<file path="src/rtl/video_pll_seq_pkg.sv">
// Shared definitions for the video PLL parameter sequencer: FSM states,
// slave register map, reconfig counter codes and the fixed write order.
package video_pll_seq_pkg;

  typedef enum logic [2:0] {
    ST_IDLE,
    ST_WR,
    ST_TRIG,
    ST_GAP,
    ST_POLL
  } state_t;

  // Slave word offsets
  localparam logic [1:0] REG_N    = 2'd0;
  localparam logic [1:0] REG_M    = 2'd1;
  localparam logic [1:0] REG_C0   = 2'd2;
  localparam logic [1:0] REG_CTRL = 2'd3;

  // Reconfig counter_param codes
  localparam logic [2:0] PARAM_N  = 3'd0;
  localparam logic [2:0] PARAM_M  = 3'd1;
  localparam logic [2:0] PARAM_C0 = 3'd4;

  // Reconfig counter_type codes
  localparam logic [3:0] TYPE_HI  = 4'd0;
  localparam logic [3:0] TYPE_LO  = 4'd1;
  localparam logic [3:0] TYPE_BYP = 4'd4;
  localparam logic [3:0] TYPE_ODD = 4'd5;

  // Trigger address; busy polls are issued to the same word
  localparam logic [7:0] GO_ADDR = 8'h80;

  localparam logic [3:0] SEQ_LAST = 4'd11;

  // Index 0..11 -> {counter_param, counter_type}; four entries per divider
  function automatic logic [6:0] seq_entry(input logic [3:0] idx);
    logic [2:0] p;
    logic [3:0] t;
    case (idx[3:2])
      2'd0:    p = PARAM_N;
      2'd1:    p = PARAM_M;
      default: p = PARAM_C0;
    endcase
    case (idx[1:0])
      2'd0:    t = TYPE_HI;
      2'd1:    t = TYPE_LO;
      2'd2:    t = TYPE_BYP;
      default: t = TYPE_ODD;
    endcase
    return {p, t};
  endfunction

endpackage

</file>
<file path="src/rtl/video_pll_count_split.sv">
// Splits a divider value into the high/low counts, bypass and odd flags
// expected by the PLL reconfiguration cache.
module video_pll_count_split (
  input  logic [8:0] v,
  output logic [8:0] hi,
  output logic [8:0] lo,
  output logic       byp,
  output logic       odd
);

  logic [9:0] sum;

  // Round-up half computed at 10 bits so v=511 does not wrap before the shift
  assign sum = {1'b0, v} + 10'd1;
  assign hi  = sum[9:1];
  assign lo  = v - hi;
  assign byp = (v == 9'd1);
  assign odd = v[0];

endmodule

</file>
<file path="src/rtl/video_pll_param_sequencer.sv">
// Software-facing front end for the video PLL reconfig slave: holds N/M/C0,
// writes the 12 derived cache entries, triggers the update and polls busy.
module video_pll_param_sequencer
  import video_pll_seq_pkg::*;
#(
  parameter int unsigned DEFAULT_N  = 1,
  parameter int unsigned DEFAULT_M  = 1,
  parameter int unsigned DEFAULT_C0 = 1,
  parameter int unsigned POLL_GAP   = 16,
  parameter int unsigned POLL_LIMIT = 1024
) (
  input  logic        csi_clk_clock,
  input  logic        csi_clk_reset_n,
  input  logic [1:0]  avs_address,
  input  logic [31:0] avs_writedata,
  output logic [31:0] avs_readdata,
  input  logic        avs_read,
  input  logic        avs_write,
  output logic        avs_waitrequest,
  output logic [7:0]  avm_address,
  output logic [31:0] avm_writedata,
  input  logic [31:0] avm_readdata,
  output logic        avm_read,
  output logic        avm_write,
  input  logic        avm_waitrequest,
  output logic        ins_irq_irq
);

  localparam int GW = (POLL_GAP > 1) ? $clog2(POLL_GAP) : 1;
  localparam int PW = $clog2(POLL_LIMIT + 1);
  localparam logic [GW-1:0] GAP_LOAD  = GW'(POLL_GAP - 1);
  localparam logic [PW-1:0] POLL_LAST = PW'(POLL_LIMIT);

  state_t        state_reg, state_next;
  logic [3:0]    idx_reg, idx_next;
  logic          active_reg, active_next;
  logic [GW-1:0] gap_reg, gap_next;
  logic [PW-1:0] poll_reg, poll_next;
  logic [8:0]    n_reg, n_next, m_reg, m_next, c0_reg, c0_next;
  logic          done_reg, done_next, err_zero_reg, err_zero_next;
  logic          err_timeout_reg, err_timeout_next, ien_reg, ien_next;

  logic          busy;
  logic [8:0]    div_sel, cnt_hi, cnt_lo, wr_val;
  logic          cnt_byp, cnt_odd;
  logic          unused_bits;

  assign busy            = (state_reg != ST_IDLE);
  assign avs_waitrequest = 1'b0;
  assign ins_irq_irq     = done_reg && ien_reg;
  assign unused_bits     = ^avs_writedata[31:9];

  video_pll_count_split u_split (
    .v   (div_sel),
    .hi  (cnt_hi),
    .lo  (cnt_lo),
    .byp (cnt_byp),
    .odd (cnt_odd)
  );

  // Pick the divider and the derived field addressed by the write index
  always_comb begin
    case (idx_reg[3:2])
      2'd0:    div_sel = n_reg;
      2'd1:    div_sel = m_reg;
      default: div_sel = c0_reg;
    endcase
    case (idx_reg[1:0])
      2'd0:    wr_val = cnt_hi;
      2'd1:    wr_val = cnt_lo;
      2'd2:    wr_val = {8'd0, cnt_byp};
      default: wr_val = {8'd0, cnt_odd};
    endcase
  end

  // State and register file, cleared asynchronously
  always_ff @(posedge csi_clk_clock or negedge csi_clk_reset_n) begin
    if (!csi_clk_reset_n) begin
      state_reg       <= ST_IDLE;
      idx_reg         <= '0;
      active_reg      <= 1'b0;
      gap_reg         <= '0;
      poll_reg        <= '0;
      n_reg           <= 9'(DEFAULT_N);
      m_reg           <= 9'(DEFAULT_M);
      c0_reg          <= 9'(DEFAULT_C0);
      done_reg        <= 1'b0;
      err_zero_reg    <= 1'b0;
      err_timeout_reg <= 1'b0;
      ien_reg         <= 1'b0;
    end else begin
      state_reg       <= state_next;
      idx_reg         <= idx_next;
      active_reg      <= active_next;
      gap_reg         <= gap_next;
      poll_reg        <= poll_next;
      n_reg           <= n_next;
      m_reg           <= m_next;
      c0_reg          <= c0_next;
      done_reg        <= done_next;
      err_zero_reg    <= err_zero_next;
      err_timeout_reg <= err_timeout_next;
      ien_reg         <= ien_next;
    end
  end

  // Slave writes first, then sequencer progress; active_reg marks the strobe
  // cycle so every transfer is preceded by one cycle with strobes low
  always_comb begin
    state_next       = state_reg;
    idx_next         = idx_reg;
    active_next      = active_reg;
    gap_next         = gap_reg;
    poll_next        = poll_reg;
    n_next           = n_reg;
    m_next           = m_reg;
    c0_next          = c0_reg;
    done_next        = done_reg;
    err_zero_next    = err_zero_reg;
    err_timeout_next = err_timeout_reg;
    ien_next         = ien_reg;

    if (avs_write) begin
      case (avs_address)
        REG_N:  if (!busy) n_next  = avs_writedata[8:0];
        REG_M:  if (!busy) m_next  = avs_writedata[8:0];
        REG_C0: if (!busy) c0_next = avs_writedata[8:0];
        default: begin
          ien_next = avs_writedata[4];
          if (avs_writedata[0] && !busy) begin
            done_next        = 1'b0;
            err_zero_next    = 1'b0;
            err_timeout_next = 1'b0;
            if (n_reg == '0 || m_reg == '0 || c0_reg == '0) begin
              err_zero_next = 1'b1;
              done_next     = 1'b1;
            end else begin
              state_next  = ST_WR;
              idx_next    = '0;
              active_next = 1'b0;
              poll_next   = '0;
            end
          end else if (avs_writedata[1]) begin
            done_next        = 1'b0;
            err_zero_next    = 1'b0;
            err_timeout_next = 1'b0;
          end
        end
      endcase
    end

    case (state_reg)
      ST_WR: begin
        if (!active_reg) begin
          active_next = 1'b1;
        end else if (!avm_waitrequest) begin
          active_next = 1'b0;
          if (idx_reg == SEQ_LAST) state_next = ST_TRIG;
          else                     idx_next   = idx_reg + 4'd1;
        end
      end
      ST_TRIG: begin
        if (!active_reg) begin
          active_next = 1'b1;
        end else if (!avm_waitrequest) begin
          active_next = 1'b0;
          state_next  = ST_GAP;
          gap_next    = GAP_LOAD;
        end
      end
      ST_GAP: begin
        if (gap_reg == '0) state_next = ST_POLL;
        else               gap_next   = gap_reg - GW'(1);
      end
      ST_POLL: begin
        if (!active_reg) begin
          active_next = 1'b1;
        end else if (!avm_waitrequest) begin
          active_next = 1'b0;
          if (avm_readdata == 32'd0) begin
            state_next = ST_IDLE;
            done_next  = 1'b1;
          end else if (poll_reg + PW'(1) == POLL_LAST) begin
            state_next       = ST_IDLE;
            done_next        = 1'b1;
            err_timeout_next = 1'b1;
          end else begin
            poll_next  = poll_reg + PW'(1);
            state_next = ST_GAP;
            gap_next   = GAP_LOAD;
          end
        end
      end
      default: ;
    endcase
  end

  // Master outputs decoded from registered state only
  always_comb begin
    avm_read      = 1'b0;
    avm_write     = 1'b0;
    avm_address   = 8'h00;
    avm_writedata = 32'd0;
    case (state_reg)
      ST_WR: begin
        avm_write     = active_reg;
        avm_address   = {1'b0, seq_entry(idx_reg)};
        avm_writedata = {23'd0, wr_val};
      end
      ST_TRIG: begin
        avm_write   = active_reg;
        avm_address = GO_ADDR;
      end
      ST_POLL: begin
        avm_read    = active_reg;
        avm_address = GO_ADDR;
      end
      default: ;
    endcase
  end

  // Zero-latency slave read mux
  always_comb begin
    avs_readdata = 32'd0;
    if (avs_read) begin
      case (avs_address)
        REG_N:   avs_readdata = {23'd0, n_reg};
        REG_M:   avs_readdata = {23'd0, m_reg};
        REG_C0:  avs_readdata = {23'd0, c0_reg};
        default: avs_readdata = {27'd0, ien_reg, err_timeout_reg, err_zero_reg,
                                 done_reg, busy};
      endcase
    end
  end

endmodule

</file>
<file path="config.mk">
export PLATFORM = sky130hd
export DESIGN_NAME = video_pll_param_sequencer
export DESIGN_NICKNAME = d
export VERILOG_FILES = /design/src/rtl/video_pll_seq_pkg.sv /design/src/rtl/video_pll_count_split.sv /design/src/rtl/video_pll_param_sequencer.sv
export SDC_FILE = /design/constraint.sdc
export NUM_CORES = 1
export LEC_CHECK = 0
export BUFFER_PORTS_ARGS = -buffer_cell sky130_fd_sc_hd__buf_2
export CORE_ASPECT_RATIO = 1.75
export CORE_UTILIZATION = 40
export DETAILED_ROUTE_END_ITERATION = 7
export HOLD_SLACK_MARGIN = 0.02
export PLACE_DENSITY = 0.73
export SYNTH_ARGS = -nofsm -noshare
export SYNTH_HDL_FRONTEND = slang
export SYNTH_SLANG_ARGS = --single-unit
</file>
<file path="constraint.sdc">
create_clock -name csi_clk_clock -period 8.1 [get_ports csi_clk_clock]
set_clock_uncertainty 0.1 [all_clocks]
set_input_delay 0.81 -clock csi_clk_clock [delete_from_list [all_inputs] [get_ports csi_clk_clock]]
set_output_delay 0.81 -clock csi_clk_clock [all_outputs]
set_load 0.02 [all_outputs]
</file>
# Yosys cells after proc, flatten, opt, wreduce, memory -nomap -nowiden
# Index checks and enable logic that the tools add are counted.
[op_classes]
addsub = 5
eq_ne = 19
mux = 78
bitwise = 2
n_reduce_logical = 26
[ops]
columns = ["cell", "n"]
rows = [
  ["$mux W11", 9],
  ["$mux W4", 15],
  ["$pmux W9 S3", 2],
  ["$mux W3", 12],
  ["$logic_not A32 Y1", 1],
  ["$mux W1", 30],
  ["$logic_not A9 Y1", 3],
  ["$mux W9", 2],
  ["$pmux W9 S2", 1],
  ["$pmux W8 S2", 1],
  ["$ne A2 B2 Y1 const B", 7],
  ["$pmux W3 S4", 1],
  ["$pmux W4 S3", 1],
  ["$reduce_and A3 Y1", 4],
  ["$add A11 B1 Y11 const B", 1],
  ["$eq A11 B11 Y1 const B", 1],
  ["$add A9 B1 Y10 const B", 1],
  ["$eq A9 B1 Y1 const B", 1],
  ["$pmux W3 S3", 1],
  ["$sub A9 B9 Y9", 1],
  ["$reduce_and A8 Y1", 1],
  ["$eq A2 B1 Y1 const B", 3],
  ["$eq A3 B2 Y1 const B", 2],
  ["$logic_not A2 Y1", 3],
  ["other kinds (18)", 26],
]
[word_totals]
ff_bits = 54
in_bits = 71
output_inout_bits = 76
wordCells = 142

# Logic depth before layout (Yosys ltp)
# Gate-level depths: netlist (run 1).
[logic_depth]
word_depth = 12
depth_mapped = 15
mapped_depth_nobuf = 12

# Hierarchy
# Synthesis (run 1) repeated with hierarchy kept, for this count alone.
[unflattened]
cells_unflattened = 533
area_unflattened_um2 = 4663.2
[modules_own_cells]
columns = ["module", "instances", "cells_each", "area_per_inst_um2", "seq_area_each_um2"]
rows = [
  ["video_pll_param_sequencer", 1, 420, 3887.5, 1355.0],
  ["video_pll_count_split", 1, 113, 775.7, 0.0],
]

# Worst setup path before layout (run 1)
# No wires, ideal clock.
[synth_timing]
path_type = "flip-flop to output port"
start = "register idx_reg[2]"
end = "output port avm_writedata[8]"
t_arrival_ps = 3719
t_required_ps = 7190
slack_ps = 3471
stages_incl_launch_ff = 16
path_buffers = 3
cell_sequence = "dfrtp_1 -> buf_6 -> mux2_4 -> o21a_1 -> buf_6 -> and3_1 -> buf_6 -> xnor2_1 -> ha_1 -> a21oi_1 -> o21a_1 -> nand2_2 -> or4_4 -> a311o_1 -> or3_1 -> and4_1"
[synth_between]
elab_chain_cells = 6
elab_cells_between_ends = 7
cone_classes = "2 x add/sub; 1 x eq/ne; 3 x mux; 1 x reduce/logical"
[synth_lines]
columns = ["item", "line", "source"]
rows = [
  ["start, declared", "video_pll_param_sequencer.sv:35", "logic [3:0] idx_reg, idx_next;"],
  ["start signal, assigned", "video_pll_param_sequencer.sv:93", "idx_reg <= idx_next;"],
  ["$eq A2 B1 Y1 / $logic_not A2 Y1 (equally long branches)", "video_pll_param_sequencer.sv:63", "case (idx_reg[3:2])"],
  ["$pmux W9 S2 *", "video_pll_param_sequencer.sv:63", ""],
  ["$add A9 B1 Y10", "video_pll_count_split.sv:14", "assign sum = {1'b0, v} + 10'd1;"],
  ["$sub A9 B9 Y9", "video_pll_count_split.sv:16", "assign lo = v - hi;"],
  ["$pmux W9 S3 *", "video_pll_param_sequencer.sv:68", "case (idx_reg[1:0])"],
  ["$mux W9 *", "video_pll_param_sequencer.sv:204", "case (state_reg)"],
  ["end, declared", "video_pll_param_sequencer.sv:21", "output logic [31:0] avm_writedata,"],
]
# Mark *: on every way between the ends. The rest lies on a longest branch, timed or not.

# Worst setup path in the final report (run 1)
[layout_timing]
start = "register idx_reg[3]"
end = "output port avm_writedata[8]"
# Same word-level chain as after synthesis.

==> tab_implementation.tex, run 1 <==
\begin{tabular}{lr}
\hline
Metric & Value \\
\hline
\multicolumn{2}{l}{\textbf{STA}} \\
Final setup violation count & 0 \\
Final count of hold timing violations & 0 \\
RSZ-0062 raised after global routing & no \\
Setup slack after layout & around 2.3 ns \\
Transition time at the pin with the least slew margin & between 1 and 1.5 ns \\
Max-slew violation total from the final report & 0 \\
Total negative slack & 0 ns \\
Slew Limit Headroom & around 23\% \\
Final critical delay including setup and external delays & roughly 5.8 ns \\
Highest achievable clock rate & around 0.17 GHz \\
Post-route fraction of the period consumed by the critical path & between 70\% and 80\% \\
\multicolumn{2}{l}{\textbf{Detailed routing}} \\
Final routed DRC violation total & 0 \\
Detailed-route via count & about 3,900 \\
Overall routed net length & between 10 and 15 mm \\
Number of nets still failing antenna checks after routing & 0 \\
Average wire per cell in the routed design & around 16 um \\
Iter 0 DRT Violations & about 230 \\
Detail-routed via count per cell & approximately 5.6 \\
Number of search-and-repair iterations in the first detailed-routing pass & 4 \\
\multicolumn{2}{l}{\textbf{Synthesis}} \\
Largest area contributor in the netlist & sky130\_fd\_sc\_hd\_\_dfrtp\_1 \\
Dominant cells by area after synthesis & sky130\_fd\_sc\_hd\_\_dfrtp\_1 29\%, sky130\_fd\_sc\_hd\_\_buf\_4 8.6\%, sky130\_fd\_sc\_hd\_\_mux2\_2 7.8\%, sky130\_fd\_sc\_hd\_\_ha\_1 3.9\%, sky130\_fd\_sc\_hd\_\_mux2i\_1 3.8\% \\
Count of unique library cells instantiated by Yosys & 65 \\
Synth top area share & between 20\% and 30\% \\
Avg Synthesized Cell Area & between 8 and 9 um2 \\
Count of warnings emitted by yosys & 0 \\
Mapped cell area & 4470 um2 \\
Async set-reset flop share out of synthesis & between 90\% and 100\% \\
Most frequently used flop master after synthesis & sky130\_fd\_sc\_hd\_\_dfrtp\_1 \\
Share of the yosys chip area belonging to registers & a little over 30\% \\
Count of state elements after synthesis & between 50 and 60 \\
EDFF count, synth & 0 \\
Most frequent cells after synthesis & 51 x sky130\_fd\_sc\_hd\_\_buf\_4, 51 x sky130\_fd\_sc\_hd\_\_dfrtp\_1, 40 x sky130\_fd\_sc\_hd\_\_nand2\_1, 33 x sky130\_fd\_sc\_hd\_\_nor2\_1, 31 x sky130\_fd\_sc\_hd\_\_mux2\_2 \\
Post-synthesis instance total & about 500 \\
\multicolumn{2}{l}{\textbf{Power and ir drop}} \\
Largest vdd supply drop & 0.115 mV \\
Power per standard cell area & $\sim$160 nW/um2 \\
Total design power & between 0.7 and 0.8 mW \\
Leak Pwr & about 2.2 nW \\
\multicolumn{2}{l}{\textbf{Clock tree}} \\
CTS H-tree depth & 2 \\
Number of hold-repair buffers added at the cts stage & 0 \\
TritonCTS clock tree & built \\
Cells resized by post-CTS repair & 0 \\
CTS max path bufs & 2 \\
Clock Tree Root & sky130\_fd\_sc\_hd\_\_clkbuf\_16 \\
Setup Fix Bufs, Post-CTS & 0 \\
Clock latency reported for the late side of the worst-skew pair & roughly 0.30 ns \\
Worst-path clk slew & 0.07 ns \\
CTS sink cnt & between 50 and 60 \\
Number of clock buffers inserted by TritonCTS & 5 \\
\multicolumn{2}{l}{\textbf{Worst hold path}} \\
Hold Path Class & register to register \\
\multicolumn{2}{l}{\textbf{Layout}} \\
Proportion of layout cells with a drive suffix above 1 & 24.2\% \\
Final standard cell utilization of the core & between 40\% and 50\% \\
Register area & between 1000 and 1500 um2 \\
Antenna Cells & 0 \\
Layout net count & 646 \\
Multi-input gate area in the final layout & $\sim$2800 um2 \\
Layout filler cell count & roughly 1,100 \\
Layout overhead on the synthesized area & 8.39\% \\
Max FFs per register & 11 \\
\multicolumn{2}{l}{\textbf{Critical path}} \\
CP dominant cell by count & sky130\_fd\_sc\_hd\_\_o21a\_1 \\
Arrival time worst endpoint & slightly below 5 ns \\
Critical-path cell list & or2b\_4, o21a\_1, and3\_1, xnor2\_1, ha\_1, a21oi\_1, o21a\_1, nand2\_2, or4\_4, a311o\_1, or3\_1, and4\_1, buf\_2 \\
Largest fanout on the critical path & 27 \\
CP Class & register to primary output \\
Critical Path Max Stage Delay & roughly 0.96 ns \\
Critical path capture point type & primary output \\
Required time worst endpoint & 7.19 ns \\
Category of the worst setup path launch point & register \\
Sum of buffers and inverters on the critical path & 1 \\
Largest delay contributor family on the critical path & simple AND/OR/NAND/NOR gates \\
Critical-path cell with the highest stage delay & sky130\_fd\_sc\_hd\_\_dfrtp\_1 \\
\multicolumn{2}{l}{\textbf{Placement}} \\
Number of buffer cells added on primary ports & 73 \\
Final estimated routing congestion in global placement & 0.884 \\
Final HPWL DP & 8.60 mm \\
Post-Place Worst Slack & 2.69 ns \\
\multicolumn{2}{l}{\textbf{Outcome}} \\
Result of the run & completed \\
\multicolumn{2}{l}{\textbf{Global route}} \\
Total GRT Usage & between 10\% and 20\% \\
Initial antenna violation count & 0 \\
Pin count of the biggest net entering global routing & 55 \\
Grt ovf & 0 \\
Number of global-route vias before repair & 3,711 \\
First-pass GRT wire length & 17.7 mm \\
\multicolumn{2}{l}{\textbf{Floorplanning}} \\
Cell row count & 50 \\
Vertical extent of the die & approximately 140 um \\
Starting Density & between 40\% and 50\% \\
Number of top-level design ports & between 100 and 150 \\
CORE AREA & around 11,000 um2 \\
Die X & about 82 um \\
DIE AREA & 11,600 um2 \\
\multicolumn{2}{l}{\textbf{Flow run}} \\
Number of violations of the max-capacitance limit & 0 \\
\hline
\end{tabular}
-- power breakdown --
group          leakage (nW)  switching (mW)  internal (mW)
Clock                0.0771           0.100          0.146
Sequential            0.694          0.0448          0.302
Combinational          1.43           0.117         0.0822
-- through the flow --
stage	hold slack (ns)	std cells	instance area [um2]
2_1_floorplan	0.344	552	4660
3_3_place_gp	0.374	684	4680
3_5_place_dp	0.395	684	4680
4_1_cts	0.405	692	4850
5_1_grt	0.430	692	4850
6_report	0.411	692	4850
-- cell families after synthesis --
logic type | share of synthesized area, %
buf+inv | 12.4
mux | 14.2
compound gates | 15.1
simple gates | 20.4
other cells | 0.0838
xor+xnor | 3.52
flops | 30.3
fa+ha+maj | 3.92
-- layout make-up --
| type | count | area share (%) |
|---|---|---|
| clock buffers | 6 | 2.66 |
| flip-flops and latches | 54 | 27.9 |
| well taps | 130 | 3.35 |
| multi-input cells | 415 | 56.7 |
| repair buffers | 74 | 7.69 |
| inverters | 11 | 0.852 |
| clock inverters | 2 | 0.774 |
-- layout by cell type, fill, tap and decap left out, types with 10 or more instances in the layout --
| cell type | synthesis | routed |
|---|---|---|
| sky130_fd_sc_hd__buf_2 | 3 | 73 |
| sky130_fd_sc_hd__ha_1 | 14 | 14 |
| sky130_fd_sc_hd__inv_1 | 11 | 11 |
| sky130_fd_sc_hd__mux2i_1 | 17 | 17 |
| sky130_fd_sc_hd__xnor2_1 | 13 | 13 |
| sky130_fd_sc_hd__mux2_2 | 31 | 31 |
| sky130_fd_sc_hd__and2_1 | 12 | 12 |
| sky130_fd_sc_hd__dfrtp_1 | 51 | 51 |
| sky130_fd_sc_hd__nand3_1 | 16 | 16 |
| sky130_fd_sc_hd__conb_1 | 1 | 50 |
| sky130_fd_sc_hd__nor2_1 | 33 | 33 |
| sky130_fd_sc_hd__o21ai_0 | 28 | 28 |
| sky130_fd_sc_hd__nor3_1 | 19 | 19 |
| sky130_fd_sc_hd__a21oi_1 | 15 | 15 |
| sky130_fd_sc_hd__nor4_1 | 13 | 13 |
| sky130_fd_sc_hd__or3_1 | 10 | 10 |
| sky130_fd_sc_hd__nand2_1 | 40 | 40 |
-- per-layer routing --
layer / wire [um] / vias up / global-route usage, %
li1: - / 1834 / -
met1: 4020 / 1879 / 20.8
met2: 6040 / 157 / 36.3
met3: 477 / 32 / 2.25
met4: 507 / 0 / 11.4
met5: 0 / - / 0
-- path summary, 6_finish.rpt --
check | start | endpoint | slack, ns | cells after the start
worst max-delay path | idx_reg[3]$_DFF_PN0_ | avm_writedata[8] | 2.34 | 13
min in group asynchronous | csi_clk_reset_n | c0_reg[4]$_DFFE_PN0P_ | 0.54 | 2
worst min-delay path | poll_reg[10]$_DFF_PN0_ | poll_reg[10]$_DFF_PN0_ | 0.41 | 1
worst max register to register | poll_reg[0]$_DFF_PN0_ | poll_reg[7]$_DFF_PN0_ | 4.60 | 8
worst min register to register | poll_reg[10]$_DFF_PN0_ | poll_reg[10]$_DFF_PN0_ | 0.41 | 1
max in group asynchronous | csi_clk_reset_n | idx_reg[2]$_DFF_PN0_ | 6.89 | 2
No activity file was read; power rests on OpenSTA's default activity.
==> run 2, diff against run 1 <==
Settings changed: ABC_AREA set to 1, PLACE_DENSITY 0.73 to 0.75.
Clock period 8.1 ns to 4.9 ns, I/O delays scaled along.
==> tab_implementation.tex, run 2 <==
\begin{tabular}{lr}
\hline
Metric & Value \\
\hline
\multicolumn{2}{l}{\textbf{Layout}} \\
Post-route design area & between 4000 and 5000 um2 \\
Final standard cell utilization of the core & 46.1\% \\
Layout filler cell count & 1,096 \\
Layout overhead on the synthesized area & 11.9\% \\
Register area & 1360 um2 \\
Proportion of layout cells with a drive suffix above 1 & 17.4\% \\
Multi-input gate area in the final layout & 2450 um2 \\
Layout net count & roughly 800 \\
Most common cell after layout, fill and taps aside & sky130\_fd\_sc\_hd\_\_nand2\_1 \\
Commonest cells after routing, fill and taps aside & 127 x sky130\_fd\_sc\_hd\_\_nand2\_1, 93 x sky130\_fd\_sc\_hd\_\_inv\_1, 73 x sky130\_fd\_sc\_hd\_\_buf\_2, 56 x sky130\_fd\_sc\_hd\_\_nor2\_1, 52 x sky130\_fd\_sc\_hd\_\_nand3\_1 \\
Max FFs per register & 11 \\
\multicolumn{2}{l}{\textbf{Placement}} \\
Total cell area at the placement stage & 4730 um2 \\
Final estimated routing congestion in global placement & between 0.9 and 1 \\
Post-Place Worst Slack & $\sim$0.78 ns \\
Final HPWL DP & $\sim$9.1 mm \\
Number of buffer cells added on primary ports & 73 \\
\multicolumn{2}{l}{\textbf{STA}} \\
Final count of hold timing violations & 0 \\
RSZ-0062 raised after global routing & no \\
Slew Limit Headroom & 29.0\% \\
Max-slew violation total from the final report & 0 \\
Final critical delay including setup and external delays & 4.26 ns \\
Post-route fraction of the period consumed by the critical path & 87.0\% \\
Total negative slack & 0 ns \\
Final setup violation count & 0 \\
Transition time at the pin with the least slew margin & roughly 1.1 ns \\
Setup slack after layout & 0.639 ns \\
Highest achievable clock rate & approximately 0.23 GHz \\
\multicolumn{2}{l}{\textbf{Global route}} \\
First-pass GRT wire length & 18.5 mm \\
Initial antenna violation count & 1 \\
Pin count of the biggest net entering global routing & 55 \\
Total GRT Usage & between 20\% and 30\% \\
Grt ovf & 0 \\
Number of global-route vias before repair & roughly 4,200 \\
\multicolumn{2}{l}{\textbf{Critical path}} \\
Critical-path cell with the highest stage delay & sky130\_fd\_sc\_hd\_\_dfrtp\_2 \\
CP Class & register to primary output \\
Stages on the worst setup path & 19 \\
Sum of buffers and inverters on the critical path & 3 \\
Required time worst endpoint & roughly 4.3 ns \\
R2R Setup Slk & 2.36 ns \\
Critical path capture point type & primary output \\
Category of the worst setup path launch point & register \\
Arrival time worst endpoint & $\sim$3.7 ns \\
Critical Path Max Stage Delay & 0.55 ns \\
Largest delay contributor family on the critical path & simple AND/OR/NAND/NOR gates \\
Critical-path cell list & inv\_2, nand2\_1, nor2\_1, nor2\_4, ha\_1, nand4\_2, nor2\_1, nand3\_2, nor2\_1, xor2\_1, ha\_1, inv\_1, o21bai\_1, a21oi\_1, nand2\_1, nand2\_1, nand3\_1, a21oi\_1, buf\_2 \\
R2R cell count & 10 \\
Largest fanout on the critical path & 13 \\
\multicolumn{2}{l}{\textbf{Detailed routing}} \\
Detail-routed via count per cell & approximately 5.1 \\
Detailed-route via count & about 4,300 \\
Overall routed net length & roughly 11 mm \\
Number of search-and-repair iterations in the first detailed-routing pass & 5 \\
Number of nets still failing antenna checks after routing & 0 \\
Final routed DRC violation total & 0 \\
Average wire per cell in the routed design & about 13 um \\
Iter 0 DRT Violations & $\sim$170 \\
\multicolumn{2}{l}{\textbf{Floorplanning}} \\
DIE AREA & between 10,000 and 15,000 um2 \\
Die X & approximately 81 um \\
Starting Density & between 40\% and 50\% \\
Cell row count & 50 \\
CORE AREA & 10,700 um2 \\
Number of top-level design ports & 147 \\
Vertical extent of the die & 141 um \\
\multicolumn{2}{l}{\textbf{Synthesis}} \\
Most frequently used flop master after synthesis & sky130\_fd\_sc\_hd\_\_dfrtp\_1 \\
Share of the yosys chip area belonging to registers & 30.7\% \\
Mapped cell area & $\sim$4400 um2 \\
Dominant cells by area after synthesis & sky130\_fd\_sc\_hd\_\_dfrtp\_1 29\%, sky130\_fd\_sc\_hd\_\_nand2\_1 11\%, sky130\_fd\_sc\_hd\_\_buf\_4 8.5\%, sky130\_fd\_sc\_hd\_\_inv\_1 7.9\%, sky130\_fd\_sc\_hd\_\_nand3\_1 5.9\% \\
EDFF count, synth & 0 \\
Cell with the most instances after synthesis & sky130\_fd\_sc\_hd\_\_nand2\_1 \\
Count of unique library cells instantiated by Yosys & between 40 and 50 \\
Avg Synthesized Cell Area & between 6 and 7 um2 \\
Largest area contributor in the netlist & sky130\_fd\_sc\_hd\_\_dfrtp\_1 \\
Post-synthesis instance total & between 600 and 700 \\
Synth top area share & between 20\% and 30\% \\
Async set-reset flop share out of synthesis & 100\% \\
Most frequent cells after synthesis & 127 x sky130\_fd\_sc\_hd\_\_nand2\_1, 93 x sky130\_fd\_sc\_hd\_\_inv\_1, 56 x sky130\_fd\_sc\_hd\_\_nor2\_1, 52 x sky130\_fd\_sc\_hd\_\_nand3\_1 \\
Count of warnings emitted by yosys & 0 \\
Count of state elements after synthesis & 54 \\
\multicolumn{2}{l}{\textbf{Flow run}} \\
Number of violations of the max-capacitance limit & 0 \\
\multicolumn{2}{l}{\textbf{Clock tree}} \\
Clock latency reported for the late side of the worst-skew pair & roughly 0.30 ns \\
CTS H-tree depth & 2 \\
CTS max path bufs & 2 \\
TritonCTS clock tree & built \\
CTS sink cnt & between 50 and 60 \\
Number of clock buffers inserted by TritonCTS & 5 \\
Clock Tree Root & sky130\_fd\_sc\_hd\_\_clkbuf\_16 \\
Worst-path clk slew & about 0.070 ns \\
\multicolumn{2}{l}{\textbf{Power and ir drop}} \\
Power per standard cell area & roughly 210 nW/um2 \\
Leak Pwr & 2.62 nW \\
Largest vdd supply drop & approximately 0.27 mV \\
\multicolumn{2}{l}{\textbf{Outcome}} \\
Result of the run & completed \\
\multicolumn{2}{l}{\textbf{Worst hold path}} \\
Hold Path Class & input port to async pin \\
\hline
\end{tabular}
run 2: cell types whose count changed in the layout (fill, tap and decap cells not counted), moves of 11 or more:
cell and delta:
sky130_fd_sc_hd__mux2i_1 -17, sky130_fd_sc_hd__nor2_1 +23, sky130_fd_sc_hd__nand2_1 +87, sky130_fd_sc_hd__o21ai_0 +23, sky130_fd_sc_hd__nand3_1 +36, sky130_fd_sc_hd__mux2_2 -29, sky130_fd_sc_hd__inv_1 +82, sky130_fd_sc_hd__xnor2_1 -11
sky130_fd_sc_hd__and2_1 -12
run 2: path summary, 6_finish.rpt:
kind / from / endpoint
setup / recovery: idx_reg[3]$_DFF_PN0_ / avm_writedata[8]
hold / removal: csi_clk_reset_n / m_reg[8]$_DFFE_PN0P_
setup reg to reg: poll_reg[0]$_DFF_PN0_ / poll_reg[0]$_DFF_PN0_
hold reg to reg: gap_reg[1]$_DFFE_PN0P_ / gap_reg[1]$_DFFE_PN0P_
max in group asynchronous: csi_clk_reset_n / idx_reg[3]$_DFF_PN0_
min in group csi_clk_clock: avs_writedata[8] / c0_reg[8]$_DFFE_PN0P_
run 2: final cells by class:
type / instances / area share (%)
multi-input cells: 472 / 49.7
flip-flops and latches: 54 / 27.5
inverters: 102 / 7.76
repair buffers: 75 / 7.71
well taps: 130 / 3.30
clock buffers: 6 / 2.82
clock inverters: 2 / 1.22
diodes: 1 / 0.0507
run 2: routing by layer:
layer | wire length, um | GRT usage [%] | part of all wire (%) | vias to the layer above
li1 | - | - | - | 2117
met3 | 548 | 1.62 | 4.9 | 26
met1 | 4020 | 20.9 | 36 | 1963
met2 | 6190 | 40.1 | 56 | 173
met4 | 383 | 11.0 | 3.4 | 0
met5 | 0 | 0 | 0 | -
run 2: power breakdown:
group          switching [mW]  leakage (nW)  internal (mW)
clock network           0.164        0.0971          0.307
registers            0.000679         0.563          0.447
logic                  0.0785          1.96         0.0266
run 2: through the flow:
stage                     total power, mW  std cells  hold WS (ns)
after floorplan                     0.548        685        0.0944
after global placement              0.561        833         0.372
after detailed placement            0.561        833         0.389
after CTS                            1.03        841         0.243
after global routing                 1.06        842         0.281
final                                1.02        842         0.207
run 2: repair_timing:
action / 4_1_cts / 5_1_grt
setup buffers: 0 / 0
resized for setup: 0 / 1
hold buffers: 0 / 0
setup endpoints to repair: 0 / 1
run 2: kinds of logic after synthesis:
group / share of synthesized area (%)
AO/OA/AOI/OAI: 13.5
XOR/XNOR: 2.38
adder cells (fa/ha/maj): 3.97
buffers and inverters: 17.9
flip-flops: 30.7
multiplexers: 0.511
other: 0.0851
AND/OR/NAND/NOR: 31.0
